[src/rtl/schl_cpu_fetch_sched.sv]
// Multi-thread instruction-fetch scheduler for schl_cpu.
// Round-robin grants READY threads onto two ROM read ports; each ROM output
// register doubles as the holding register of its output lane.
module schl_cpu_fetch_sched #(
  parameter int ROM_WIDTH   = 64,
  parameter int ROM_DEPTH   = 4096,
  parameter int W_ROM_DEPTH = $clog2(ROM_DEPTH),
  parameter int N_THR       = 4,
  parameter int W_THR       = $clog2(N_THR)
) (
  input  logic                   clk,
  input  logic                   rst,
  input  logic                   start_valid,
  output logic                   start_ready,
  input  logic [W_THR-1:0]       start_thr,
  input  logic [W_ROM_DEPTH-1:0] start_pc,
  output logic [W_ROM_DEPTH-1:0] rom_a_addr,
  output logic                   rom_a_en,
  input  logic [ROM_WIDTH-1:0]   rom_a_data,
  output logic [W_ROM_DEPTH-1:0] rom_b_addr,
  output logic                   rom_b_en,
  input  logic [ROM_WIDTH-1:0]   rom_b_data,
  output logic                   o0_valid,
  input  logic                   o0_ready,
  output logic [W_THR-1:0]       o0_thr,
  output logic [W_ROM_DEPTH-1:0] o0_pc,
  output logic [ROM_WIDTH-1:0]   o0_instr,
  output logic                   o1_valid,
  input  logic                   o1_ready,
  output logic [W_THR-1:0]       o1_thr,
  output logic [W_ROM_DEPTH-1:0] o1_pc,
  output logic [ROM_WIDTH-1:0]   o1_instr,
  input  logic                   done_valid,
  input  logic [W_THR-1:0]       done_thr,
  input  logic [W_ROM_DEPTH-1:0] done_pc,
  input  logic                   done_halt,
  output logic                   err,
  output logic [N_THR-1:0]       thr_busy
);

  typedef enum logic [1:0] {
    ST_IDLE  = 2'd0,
    ST_READY = 2'd1,
    ST_BUSY  = 2'd2
  } thr_state_t;

  thr_state_t             r_state [N_THR];
  logic [W_ROM_DEPTH-1:0] r_pc    [N_THR];
  logic [W_THR-1:0]       r_rr_ptr;
  logic                   r_err;
  logic                   r_o0_valid, r_o1_valid;
  logic [W_THR-1:0]       r_o0_thr, r_o1_thr;
  logic [W_ROM_DEPTH-1:0] r_o0_pc, r_o1_pc;

  logic                   w_free0, w_free1;
  logic                   w_hit0, w_hit1;
  logic [W_THR-1:0]       w_h0, w_h1;
  logic [W_THR:0]         w_idx;
  logic                   w_gnt0, w_gnt1;
  logic [W_THR-1:0]       w_gnt0_thr, w_gnt1_thr, w_last_thr, w_rr_next;

  assign w_free0 = !r_o0_valid | o0_ready;
  assign w_free1 = !r_o1_valid | o1_ready;

  // Round-robin scan: first two READY threads from rr_ptr, mapped onto free lanes
  always_comb begin
    w_hit0 = 1'b0;
    w_hit1 = 1'b0;
    w_h0   = '0;
    w_h1   = '0;
    w_idx  = '0;
    for (int unsigned k = 0; k < N_THR; k++) begin
      w_idx = {1'b0, r_rr_ptr} + (W_THR+1)'(k);
      if (w_idx >= (W_THR+1)'(N_THR)) w_idx = w_idx - (W_THR+1)'(N_THR);
      if (r_state[w_idx[W_THR-1:0]] == ST_READY) begin
        if (!w_hit0) begin
          w_hit0 = 1'b1;
          w_h0   = w_idx[W_THR-1:0];
        end else if (!w_hit1) begin
          w_hit1 = 1'b1;
          w_h1   = w_idx[W_THR-1:0];
        end
      end
    end
    w_gnt0     = w_hit0 & w_free0;
    w_gnt0_thr = w_h0;
    w_gnt1     = 1'b0;
    w_gnt1_thr = w_h1;
    if (w_free0) begin
      w_gnt1 = w_hit1 & w_free1;
    end else if (w_hit0 && w_free1) begin
      // lane 0 blocked: the first hit moves over to lane 1
      w_gnt1     = 1'b1;
      w_gnt1_thr = w_h0;
    end
    w_last_thr = w_gnt1 ? w_gnt1_thr : w_gnt0_thr;
    w_rr_next  = (w_last_thr == W_THR'(N_THR-1)) ? '0 : w_last_thr + 1'b1;
  end

  assign rom_a_en    = w_gnt0;
  assign rom_a_addr  = w_gnt0 ? r_pc[w_gnt0_thr] : '0;
  assign rom_b_en    = w_gnt1;
  assign rom_b_addr  = w_gnt1 ? r_pc[w_gnt1_thr] : '0;
  assign start_ready = rst & (r_state[start_thr] == ST_IDLE);

  // Per-thread context FSM, round-robin pointer and sticky protocol error
  always_ff @(posedge clk or negedge rst) begin
    if (!rst) begin
      for (int unsigned i = 0; i < N_THR; i++) begin
        r_state[W_THR'(i)] <= ST_IDLE;
        r_pc[W_THR'(i)]    <= '0;
      end
      r_rr_ptr <= '0;
      r_err    <= 1'b0;
    end else begin
      if (w_gnt0) r_state[w_gnt0_thr] <= ST_BUSY;
      if (w_gnt1) r_state[w_gnt1_thr] <= ST_BUSY;
      if (done_valid) begin
        if (r_state[done_thr] == ST_BUSY) begin
          r_state[done_thr] <= done_halt ? ST_IDLE : ST_READY;
          if (!done_halt) r_pc[done_thr] <= done_pc;
        end else begin
          r_err <= 1'b1;
        end
      end
      if (start_valid && start_ready) begin
        r_state[start_thr] <= ST_READY;
        r_pc[start_thr]    <= start_pc;
      end
      if (w_gnt0 || w_gnt1) r_rr_ptr <= w_rr_next;
    end
  end

  // Lane tag registers; valid survives a handshake only with a same-cycle re-issue
  always_ff @(posedge clk or negedge rst) begin
    if (!rst) begin
      r_o0_valid <= 1'b0;
      r_o0_thr   <= '0;
      r_o0_pc    <= '0;
      r_o1_valid <= 1'b0;
      r_o1_thr   <= '0;
      r_o1_pc    <= '0;
    end else begin
      if (w_gnt0) begin
        r_o0_valid <= 1'b1;
        r_o0_thr   <= w_gnt0_thr;
        r_o0_pc    <= r_pc[w_gnt0_thr];
      end else if (o0_ready) begin
        r_o0_valid <= 1'b0;
      end
      if (w_gnt1) begin
        r_o1_valid <= 1'b1;
        r_o1_thr   <= w_gnt1_thr;
        r_o1_pc    <= r_pc[w_gnt1_thr];
      end else if (o1_ready) begin
        r_o1_valid <= 1'b0;
      end
    end
  end

  // Busy bitmap: any context not IDLE
  always_comb begin
    thr_busy = '0;
    for (int unsigned i = 0; i < N_THR; i++) begin
      thr_busy[W_THR'(i)] = (r_state[W_THR'(i)] != ST_IDLE);
    end
  end

  assign o0_valid = r_o0_valid;
  assign o0_thr   = r_o0_thr;
  assign o0_pc    = r_o0_pc;
  assign o0_instr = rom_a_data;
  assign o1_valid = r_o1_valid;
  assign o1_thr   = r_o1_thr;
  assign o1_pc    = r_o1_pc;
  assign o1_instr = rom_b_data;
  assign err      = r_err;

endmodule

[config.mk]
export PLATFORM = sky130hd
export DESIGN_NAME = schl_cpu_fetch_sched
export DESIGN_NICKNAME = d
export VERILOG_FILES = /design/src/rtl/schl_cpu_fetch_sched.sv
export SDC_FILE = /design/constraint.sdc
export NUM_CORES = 1
export LEC_CHECK = 0
export ABC_CLOCK_PERIOD_IN_PS = 4000
export CAP_MARGIN = 10
export CORE_MARGIN = 8
export CORE_UTILIZATION = 40
export CTS_CLUSTER_DIAMETER = 200
export DETAILED_ROUTE_END_ITERATION = 12
export GPL_TIMING_DRIVEN = 0
export PLACE_DENSITY = 0.88
export SYNTH_ARGS = -nofsm -noshare
export SYNTH_HDL_FRONTEND = slang
export SYNTH_SLANG_ARGS = --single-unit
export TNS_END_PERCENT = 30
[constraint.sdc]
create_clock -name clk -period 4 [get_ports clk]
set_clock_uncertainty 0.05 [all_clocks]
set_input_delay 0.6 -clock clk [delete_from_list [all_inputs] [get_ports clk]]
set_output_delay 0.6 -clock clk [all_outputs]
set_load 0.05 [all_outputs]
==> run metrics <==
status=complete, no violations; CTS H-tree depth=3; Worst R2R Setup Slack=0.88 ns; Pwr Total=8.865 mW; Post-Syn Area=6598 sq um; pwr dens=921.4 nW/um^2; crit path capture type=output port; largest area contributor in the netlist=dfrtp_1; clock period minus worst slack=3.972 ns; Hold Path Class=primary input to asynchronous set/reset pin; Via-to-Cell Ratio=5.426; clk_lat worst skew=0.35 ns; Int Pwr=4.192 mW; ant diodes=0; Sw Ratio=52.71%; P&R area growth vs syn=45.82%; RSZ-0062 raised after global routing=true; critical path type=register to output port; nets=1145; synthesized area per cell=8.964 sq um; DIE AREA=20860 sq um; Mapped Nets=901; final WL=24050 um; layout cell share with drive strength beyond 1=25.89%; pre-CTS setup slack=-0.5642 ns; Max Slew Vio Count=0; post-synth cell types=63; GRT overflow=0; Crit Path Max Fanout=10; IO Count=353; Initial Util=40.36%; Cells after Synth=736; die height=144.4 um; Placer Congestion=0.9129; P_leak=4.321 nW; drt pass-1 iters=5; vias in the first global route=6526; synth top area cells=dfrtp_1 34%, buf_4 15%, mux2i_1 15%; Fillers=1453; CTS tree=yes; DIE WIDTH=144.4 um; # port buffers=223; worst vdd ir=0.8404 mV; via count=6538; clock root cell=clkbuf_16; worst-margin pin slew=1.069 ns; fin crit share=99.30%; Max Buffers Root-to-Sink=2; Synth Flop Type=dfrtp_1; Global Route Usage Sum=21.47%; Yosys reg bits=89; ANT nets after route=0; total clock buffers created by CTS=9; M1 WL=8945 um; Slew HR=28.18%; Core ar.=16350 sq um; CP Launch Type=register; Seq pwr share=18.9%; Psw=4.673 mW; setup TNS=0 ns; top cell type's share of synthesized area=33.76%; first-pass GRT wire length=35250 um; WP data arrival=3.32 ns; largest net degree at the start of global routing=48; Max Freq=0.2518 GHz; slack of the critical path=0.02810 ns; Final setup viols=0; initial antenna violation count=0; Hold Vio Cnt, Final=0; met3 WL=2302 um; routed len/inst=19.96 um; critical path required time=3.35 ns; Top Layer Used=met4; commonest non-fill, non-tap cells in the layout=198 x clkdlybuf4s50_1, 153 x buf_4, 89 x mux2i_1, 89 x dfrtp_1, 87 x nand2_1; Clk pin slew, worst setup/hold paths=0.07 ns; commonest non-fill, non-tap cell in the layout=clkdlybuf4s50_1; maxcap violations=0; combinational share of power=71.8%; clock network power share=9.3%; Reg2Reg Depth=10; async set or reset register ratio after synthesis=100.0%; Warnings, synthesis=0; Sink Count=89; DRC Markers=0; sequential area share after synthesis=33.76%; Hold Buf Count CTS=0; initial DRC count=527; row count=47; EDFF count, synth=0; dpl hpwl=18160 um; met2 wire length=12170 um
-- flip-flops by register name (all words and copies together) (netlist names) --
name      count
o1_thr        2
r_pc         48
o0_valid      1
o0_thr        2
o1_pc        12
r_state       8
o0_pc        12
r_rr_ptr      2
err           1
o1_valid      1
-- worst paths after layout --
kind / from / end
max: r_rr_ptr[1] / rom_b_addr[7]
min: rst / o0_valid
max reg2reg: r_state[7] / o1_pc[7]
min reg2reg: o1_thr[0] / o1_thr[0]
max in group asynchronous: rst / r_pc[6]
min in group clk: o1_thr[0] / o1_thr[0]
-- synth_stat cells, types with 2 or more instances --
cell type / number
nor3b_1: 4
a22oi_1: 2
o311a_1: 3
buf_2: 22
buf_4: 132
nand2_1: 89
nor2_1: 17
ha_1: 2
and2_1: 12
or4_1: 3
a211o_1: 13
mux2i_1: 97
nand2b_1: 8
or3_1: 2
inv_2: 2
a311o_1: 2
a211oi_1: 4
xnor2_1: 2
mux2_2: 13
inv_1: 11
o21ai_0: 76
nor4_1: 5
a311oi_1: 2
o31ai_1: 2
a221oi_1: 3
nand4_1: 3
nor3_1: 6
a32oi_1: 2
nor2b_1: 7
or2_2: 3
clkbuf_1: 19
o211ai_1: 17
dfrtp_1: 89
a21oi_1: 5
mux4_2: 2
o21ai_1: 4
nand3_1: 24
a31oi_1: 2
-- layer usage --
metal	up-vias	global-route usage (%)
met4	0	6.134
met5	-	0
met2	359	37.37
met3	47	5.645
met1	3167	25.46
li1	2965	-
-- area by class of cell --
cell class	instances	area, sq um	area share [%]
Inverter	14	52.55	0.5462
Tap cell	220	275.3	2.861
Buffer	175	1231	12.80
Clock inverter	5	38.79	0.4032
Sequential cell	89	2227	23.15
Timing Repair Buffer	232	2262	23.51
Clock buffer	11	242.7	2.523
Multi-Input combinational cell	459	3291	34.20
-- through the flow --
| step | util (%) | hold WS, ns | cells | area [sq um] |
|---|---|---|---|---|
| floorplan | - | 0.2544 | 736 | 6598 |
| global placement | 55.69 | 0.4090 | 1179 | 9105 |
| detailed placement | 55.94 | 0.4137 | 1182 | 9145 |
| CTS | 57.95 | 0.2327 | 1201 | 9474 |
| global route | 58.85 | 0.2646 | 1205 | 9620 |
| finish | 58.85 | 0.2196 | 1205 | 9620 |
-- power groups by stage --
| stage | Sequential [mW] | Combinational [mW] | Clock (mW) |
|---|---|---|---|
| detailed placement | 1.68 | 5.86 | 0 |
| global route | 1.73 | 6.70 | 0.869 |
| finish | 1.68 | 6.37 | 0.823 |
| global placement | 1.65 | 5.79 | 0 |
| floorplan | 2.06 | 3.68 | 0 |
| CTS | 1.66 | 6.07 | 0.835 |
-- critical path: stages, from the launching register on --
cell and delay [ns]:
dfrtp_1 0.36, buf_2 0.18, buf_4 0.20, buf_4 0.19, a211oi_4 0.24, a21oi_4 0.07, ha_4 0.29, mux2i_4 0.08
a211oi_4 0.26, buf_4 0.16, a2bb2oi_4 0.24, buf_4 0.24, a211o_1 0.17, o21ai_1 0.10, buf_4 0.20
-- cell families (layout without fill, tap and decap cells) --
group	count (synthesis)	count (layout)	synth area share, %
xor gates and xnor gates	2	2	0.2656
adders and majority gates	3	3	0.5310
muxes	113	113	17.83
AOI/OAI and AO/OA	151	151	15.15
and+or+nand+nor	189	190	13.67
DFF	89	89	33.76
buffers and inverters	189	437	18.79
-- repair_timing --
| item | CTS | global route |
|---|---|---|
| pin swaps | 2 | 2 |
| gates resized for setup | 171 | 35 |
| buffers inserted | 2 | 4 |
| setup endpoints to repair | 24 | 24 |
| cloned | 1 | 0 |
Note: power is estimated with default switching activity, not from simulation.
